File: src/rtl/sequential_divider.sv
// Radix-2 restoring divider for l.div / l.divu: one trial subtraction per cycle,
// with signed operands handled through magnitudes and a final sign fixup.
module sequential_divider #(
  parameter int unsigned WIDTH = 32
) (
  input  logic             clock,
  input  logic             reset,
  input  logic             start,
  input  logic             isSigned,
  input  logic [WIDTH-1:0] dividend,
  input  logic [WIDTH-1:0] divisor,
  output logic             busy,
  output logic             done,
  output logic [WIDTH-1:0] quotient,
  output logic [WIDTH-1:0] remainder,
  output logic             divByZero
);

  localparam int unsigned CW = $clog2(WIDTH);

  typedef enum logic [2:0] {StIdle, StLoad, StIterate, StFixup, StDone} state_e;

  state_e           state_q;
  logic [WIDTH-1:0] dvd_q;    // raw dividend, kept for the divide-by-zero remainder
  logic [WIDTH-1:0] dvs_q;
  logic             signed_q;
  logic             neg_quo_q;
  logic             neg_rem_q;
  logic [WIDTH-1:0] a_q;      // dividend magnitude, shifted out as quotient bits shift in
  logic [WIDTH-1:0] b_q;      // divisor magnitude (2^(WIDTH-1) fits unsigned)
  logic [WIDTH-1:0] p_q;      // partial remainder, always < b_q between iterations
  logic [CW-1:0]    cnt_q;

  logic [WIDTH:0] shifted;
  logic [WIDTH:0] trial;

  always_comb begin
    shifted = {p_q, a_q[WIDTH-1]};
    trial   = shifted - {1'b0, b_q};
  end

  always_ff @(posedge clock) begin
    if (reset) begin
      state_q   <= StIdle;
      dvd_q     <= '0;
      dvs_q     <= '0;
      signed_q  <= 1'b0;
      neg_quo_q <= 1'b0;
      neg_rem_q <= 1'b0;
      a_q       <= '0;
      b_q       <= '0;
      p_q       <= '0;
      cnt_q     <= '0;
      busy      <= 1'b0;
      done      <= 1'b0;
      quotient  <= '0;
      remainder <= '0;
      divByZero <= 1'b0;
    end else begin
      unique case (state_q)
        StIdle: begin
          if (start) begin
            dvd_q    <= dividend;
            dvs_q    <= divisor;
            signed_q <= isSigned;
            busy     <= 1'b1;
            state_q  <= StLoad;
          end
        end
        StLoad: begin
          a_q       <= (signed_q && dvd_q[WIDTH-1]) ? -dvd_q : dvd_q;
          b_q       <= (signed_q && dvs_q[WIDTH-1]) ? -dvs_q : dvs_q;
          neg_quo_q <= signed_q && (dvd_q[WIDTH-1] ^ dvs_q[WIDTH-1]);
          neg_rem_q <= signed_q && dvd_q[WIDTH-1];
          p_q       <= '0;
          cnt_q     <= '0;
          state_q   <= (dvs_q == '0) ? StFixup : StIterate;
        end
        StIterate: begin
          if (!trial[WIDTH]) begin
            p_q <= trial[WIDTH-1:0];
            a_q <= {a_q[WIDTH-2:0], 1'b1};
          end else begin
            p_q <= shifted[WIDTH-1:0];
            a_q <= {a_q[WIDTH-2:0], 1'b0};
          end
          if (cnt_q == CW'(WIDTH - 1)) begin
            cnt_q   <= '0;
            state_q <= StFixup;
          end else begin
            cnt_q <= cnt_q + 1'b1;
          end
        end
        StFixup: begin
          if (dvs_q == '0) begin
            quotient  <= '1;
            remainder <= dvd_q;
            divByZero <= 1'b1;
          end else begin
            quotient  <= neg_quo_q ? -a_q : a_q;
            remainder <= neg_rem_q ? -p_q : p_q;
            divByZero <= 1'b0;
          end
          busy    <= 1'b0;
          done    <= 1'b1;
          state_q <= StDone;
        end
        StDone: begin
          done    <= 1'b0;
          state_q <= StIdle;
        end
        default: state_q <= StIdle;
      endcase
    end
  end

endmodule

File: config.mk
export PLATFORM = sky130hd
export DESIGN_NAME = sequential_divider
export DESIGN_NICKNAME = d
export VERILOG_FILES = /design/src/rtl/sequential_divider.sv
export SDC_FILE = /design/constraint.sdc
export NUM_CORES = 1
export LEC_CHECK = 0
export ABC_AREA = 1
export CAP_MARGIN = 25
export CORE_MARGIN = 10
export CORE_UTILIZATION = 33
export DETAILED_ROUTE_END_ITERATION = 10
export GPL_TIMING_DRIVEN = 0
export PLACE_DENSITY = 0.58
export RECOVER_POWER = 50
export SLEW_MARGIN = 20
export SYNTH_ARGS = -nofsm -noshare
export SYNTH_HDL_FRONTEND = slang
export SYNTH_SLANG_ARGS = --single-unit
File: constraint.sdc
create_clock -name clock -period 2.4 [get_ports clock]
set_clock_uncertainty 0.15 [all_clocks]
set_input_delay 0.48 -clock clock [delete_from_list [all_inputs] [get_ports clock]]
set_output_delay 0.48 -clock clock [all_outputs]
set_load 0.02 [all_outputs]
Word level (Yosys, flattened, before mapping)
Cells that the tools add are included.

Add/sub/neg operators: 6. Eq/ne operators: 7. Mux-type cells: 20. Bitwise gates (word level): 1. Reductions and logical operators: 11.

Operators by type and width (count): two-way mux 32 bit (7); negation 32 bit (4); one-hot mux 32 bit (2 select lines) (2); subtractor 33 x 32 -> 33 bit (1); logical NOT 32 bit (1); one-hot mux 3 bit (4 select lines) (1); one-hot mux 5 bit (2 select lines) (1); == test 3 x 2 -> 1 bit (second input constant) (2); two-way mux 3 bit (2); AND reduction 2 bit (3); nonzero test 2 bit (3); adder 5 x 1 -> 5 bit (second input constant) (1); == test 5 bit (second input constant) (1); two-way mux 5 bit (1); two-way mux 1 bit (4); inequality test 2 bit (second input constant) (2); one-hot mux 1 bit (2 select lines) (2); == test 3 x 1 -> 1 bit (second input constant) (1); == test 3 bit (second input constant) (1); logical AND 1 bit (3); logical NOT 3 bit (1); bitwise XOR 1 bit (1).

Flip-flop bits (word level): 238. Bits of input ports: 68. Output and inout port bits: 67. Word-level logic and storage cells: 60.

Logic depth before layout (Yosys ltp)
Depth after elaboration: 3. Depth in mapped cells: 18. Mapped depth without buffers: 17.

Worst setup path before layout
OpenSTA, ideal clock, no wires.

Path type: register -> register. Start point: register a_q[31]. End point: register p_q[16]. Library setup time: 143 ps. Data arrival time: 2079 ps. Required time: 2107 ps. Setup slack: 28 ps. Stages on the path, launching flop included: 19. Path buffers: 1. Period minus slack after synthesis: 2372 ps. Cells stage by stage: dfxtp_1 > inv_1 > ha_1 > fa_1 > inv_1 > nand2_1 > nand2_1 > nand3_1 > nand2_2 > nand2_2 > nand2_4 > nand2_4 > nand2_4 > nand2_8 > nand2_8 > buf_6 > nand2_2 > nand3_2 > a21oi_2.

Cells in the longest elaborated chain, start to end: 3.

RTL lines: from (decl) (RTL line 29) `logic [WIDTH-1:0] a_q;`; from (signal assigned) (RTL line 71) `a_q <= (signed_q && dvd_q[WIDTH-1]) ? -dvd_q : dvd_q;`; from (signal assigned) (RTL line 82) `a_q <= {a_q[WIDTH-2:0], 1'b1};`; from (signal assigned) (RTL line 85) `a_q <= {a_q[WIDTH-2:0], 1'b0};`; subtractor 33 x 32 -> 33 bit (RTL line 39) `trial = shifted - {1'b0, b_q};`; two-way mux 32 bit (RTL line 80) `if (!trial[WIDTH]) begin`; one-hot mux 32 bit (2 select lines) (RTL line 60) `unique case (state_q)`; to (signal assigned) (RTL line 81) `p_q <= trial[WIDTH-1:0];`; to (signal assigned) (RTL line 84) `p_q <= shifted[WIDTH-1:0];`; to (decl) (RTL line 31) `logic [WIDTH-1:0] p_q;`.

Every way passes these cells. A chain may end at the register's enable or synchronous reset.

Final worst setup path
Start point: register p_q[23]. End point: register p_q[24].

Cells in the longest elaborated chain, start to end: 3.

RTL lines (RTL line): subtractor 33 x 32 -> 33 bit (39); two-way mux 32 bit * (80); one-hot mux 32 bit (2 select lines) * (60).

Mark *: on every way between the ends. The rest lies on a longest branch, timed or not.

==> flow_summary.json <==
{
  "numCtsBuffers": 28,
  "reg2reg_from": "p_q[23]$_SDFFE_PP0P_",
  "grt_pass1_vias": 15300,
  "grt_pass1_wl_mm": 93.9,
  "die_w_um": 236,
  "fin_nets": 2715,
  "p_leak_nw": 8.80,
  "violations": "setup timing",
  "antenna_found_initial": 2,
  "tritoncts": "done",
  "dpl-instance-area_mm2": 0.0174,
  "layout.cells.non_filler": 3230,
  "finalSetupViolCount": 57,
  "hold_slack_ns": 0.318,
  "core-area_mm2": 0.0457,
  "finish.utilization_pct": 43.6,
  "avgSynthCellArea_um2": 6.41,
  "met1_usage_pct": 28.7,
  "cts_buffer_depth": 3,
  "netlist_area_mm2": 0.0153,
  "synth_cell_types": 49,
  "synth_flop_cell": "dfxtp_1",
  "portBuffers": 133,
  "cts_sinks": 238,
  "dieArea_mm2": 0.0555,
  "finalCritPeriodShare_pct": 105,
  "powerDensity_mw_per_mm2": 950,
  "worstSetupEndpointType": "flip-flop",
  "synth_most_common_cell": "nand2_1",
  "vias_per_cell": 5.12,
  "p_sw_share_pct": 44.2,
  "min-delay-start": "cnt_q[4]$_SDFFE_PP0P_",
  "hp-class": "reg2reg",
  "power_frac_comb_pct": 50.7,
  "grt_max_degree": 20,
  "ys_ff_latch": 238,
  "num-fill-cells": 4844,
  "grt_use_total_pct": 21.4,
  "gp_congestion": 0.974,
  "drtPass1Iterations": 5,
  "cp-start-kind": "flip-flop",
  "outcome": "complete, but fails checks",
  "cp.arrival_ns": 2.78,
  "grt_remaining_overflow": 0,
  "clock_latency_ns": 0.57,
  "finalHoldViolCount": 0,
  "wl_mm": 63.4,
  "grt_busiest_layer": "met2",
  "drt_iter0_markers": 1342,
  "vias": 16600,
  "holdPathEnd": "cnt_q[4]$_SDFFE_PP0P_",
  "holdBufCountCts": 0,
  "dp_hpwl_mm": 51.0,
  "reg2reg_to": "p_q[24]$_SDFFE_PP0P_",
  "die_h_um": 236,
  "use_met2_pct": 34.7,
  "initial_utilization_pct": 33.6,
  "synth_common_cells": "578 x nand2_1, 337 x inv_1, 238 x dfxtp_1, 194 x a21oi_1, 192 x nor2_1",
  "drv_cap": 0,
  "yosysTopAreaCellShare_pct": 31.1,
  "drive_gt1_share_pct": 16.3,
  "drc": 0,
  "worstPathMaxFanout": 7,
  "synth_top_cell_by_area": "dfxtp_1",
  "p_switching_mw": 8.37,
  "min_delay_path_depth": 2,
  "reg2reg_depth": 16,
  "rows": 78,
  "seq_power_share_pct": 25.5,
  "rsz0062_at_grt": "yes",
  "slew_viol_final": 0,
  "power.internal_mw": 10.6,
  "synth_edf_count": 0,
  "max_freq_mhz": 398,
  "synthCells": 2395,
  "syn_nets": 2502,
  "finalWorstSetupSlack_ns": -0.114,
  "htree_levels": 1,
  "dpl.cell_count": 3128,
  "ir_worst_vdd_uv": 535,
  "clk_pin_slew_ns": 0.06,
  "async_reset_ff_share_pct": 0,
  "ioPinCount": 135,
  "drtAntennaViolNets": 0,
  "routedWlPerCell_um": 19.6,
  "synth_area_leaders": "dfxtp_1 31%, nand2_1 14%, inv_1 8.2%",
  "root_buffer": "clkbuf_16",
  "p_clk_share_pct": 23.8,
  "reg2reg_slack_ns": -0.11,
  "seq_area_frac_synth_pct": 31.1,
  "finalCriticalPeriod_ns": 2.51,
  "ys_warn_count": 0,
  "area_growth_syn_to_layout_pct": 29.8,
  "final_area_mm2": 0.0199,
  "worst_pin_slew_ns": 0.914,
  "crit_type": "reg2reg",
  "preCtsSetupSlack_ns": -0.637,
  "cp.required_ns": 2.66,
  "slew_headroom_pct": 39.1,
  "grt_util_met3_pct": 4.15
}
## timing repair
action,in CTS,in global routing
gates cloned,5,1
endpoints found under the setup margin,107,157
pin swaps,28,32
resized for setup,142,139
setup buffers,27,19
## power groups by stage
stage / Sequential [mW] / Combinational (mW) / Clock, mW
6_report: 4.83 / 9.60 / 4.50
5_1_grt: 4.88 / 10.5 / 4.68
4_1_cts: 4.80 / 9.04 / 4.55
3_5_place_dp: 4.86 / 7.73 / 0
3_3_place_gp: 4.85 / 7.68 / 0
2_1_floorplan: 4.77 / 5.41 / 0
## registers in the layout, summed over array words and instances, names as in the netlist, 3 cells and up
signal / flops
a_q: 32
remainder: 32
dvs_q: 32
state_q: 3
dvd_q: 32
p_q: 32
b_q: 32
cnt_q: 5
quotient: 32
## cell families (layout without fill, tap and decap cells)
| logic type | Yosys count | in the layout | synth area share (%) |
|---|---|---|---|
| fa+ha+maj | 39 | 39 | 3.23 |
| simple gates | 1100 | 1100 | 31.8 |
| compound gates | 480 | 480 | 17.5 |
| buf+inv | 456 | 690 | 11.7 |
| flops | 238 | 238 | 31.1 |
| other cells | 0 | 1 | 0 |
| xor+xnor | 82 | 82 | 4.68 |
## critical path, cell delays in order, from the launching register on
cell and delay (ns):
dfxtp_2 0.41, ha_2 0.34, nand2_2 0.09, inv_2 0.04, nand2_2 0.07, inv_2 0.04
nand2_2 0.12, inv_2 0.06, a21oi_4 0.16, buf_12 0.15, nand3_4 0.14, nand2_8 0.17
buf_12 0.12, buf_8 0.12, nand2_2 0.06, nand3_2 0.06, a21oi_2 0.05
## placed cells by master (no fill, tap or decap), drive strengths merged, types with 2 or more instances in the layout
master / synthesis / routed
nand3b: 9 / 9
o22ai: 11 / 11
nand4: 18 / 18
ha: 38 / 38
a31oi: 31 / 31
clkinv: 2 / 6
o21bai: 4 / 4
nor2: 197 / 197
o31ai: 2 / 2
o21ai: 197 / 197
inv: 354 / 354
nor4: 8 / 8
and2: 4 / 4
a21oi: 218 / 218
xnor2: 19 / 19
clkbuf: 77 / 126
o211ai: 12 / 12
nand3: 212 / 212
clkdlybuf4s50: 0 / 92
nor3: 34 / 34
bufinv: 0 / 3
buf: 23 / 68
or2: 3 / 3
xor2: 63 / 63
dfxtp: 238 / 238
a21o: 2 / 2
dlygate4sd3: 0 / 40
nand2: 614 / 614
## worst max path at each step
stage | startpoint | to | slack [ns] | cells after the start
finish | p_q[23]$_SDFFE_PP0P_ | p_q[24]$_SDFFE_PP0P_ | -0.11 | 16
global route | a_q[31]$_SDFFE_PP0P_ | p_q[21]$_SDFFE_PP0P_ | -0.24 | 18
global placement | reset | dvd_q[17]$_SDFFE_PP0P_ | -0.63 | 6
floorplan | a_q[31]$_SDFFE_PP0P_ | p_q[16]$_SDFFE_PP0P_ | 0.03 | 18
CTS | a_q[31]$_SDFFE_PP0P_ | p_q[24]$_SDFFE_PP0P_ | -0.18 | 18
detailed placement | reset | dvd_q[14]$_SDFFE_PP0P_ | -0.64 | 6
## cell type report
class,count,area [µm²],share of cell area [%]
clock inverter,8,118,0.590
clock buffer,43,838,4.21
multi-input combinational,1701,9660,48.5
antenna,1,2.50,0.0126
inverter,356,1340,6.75
timing repair buffer,184,1900,9.53
buffer,99,505,2.54
sequential,238,4800,24.1
tap,600,751,3.77
## per-stage QoR
stage                     power (mW)  setup TNS [ns]
after floorplan                 10.2               0
after global placement          12.5          -43.13
after detailed placement        12.6          -46.38
after CTS                       18.4           -2.96
after global routing            20.0          -15.85
final                           18.9           -2.97
## routing by layer
layer / share of wire, % / up-vias
met5: 0.024 / -
met4: 2.4 / 2
met3: 7.2 / 91
met2: 45 / 586
met1: 45 / 7715
li1: - / 8156
(Power assumes the default switching activity.)
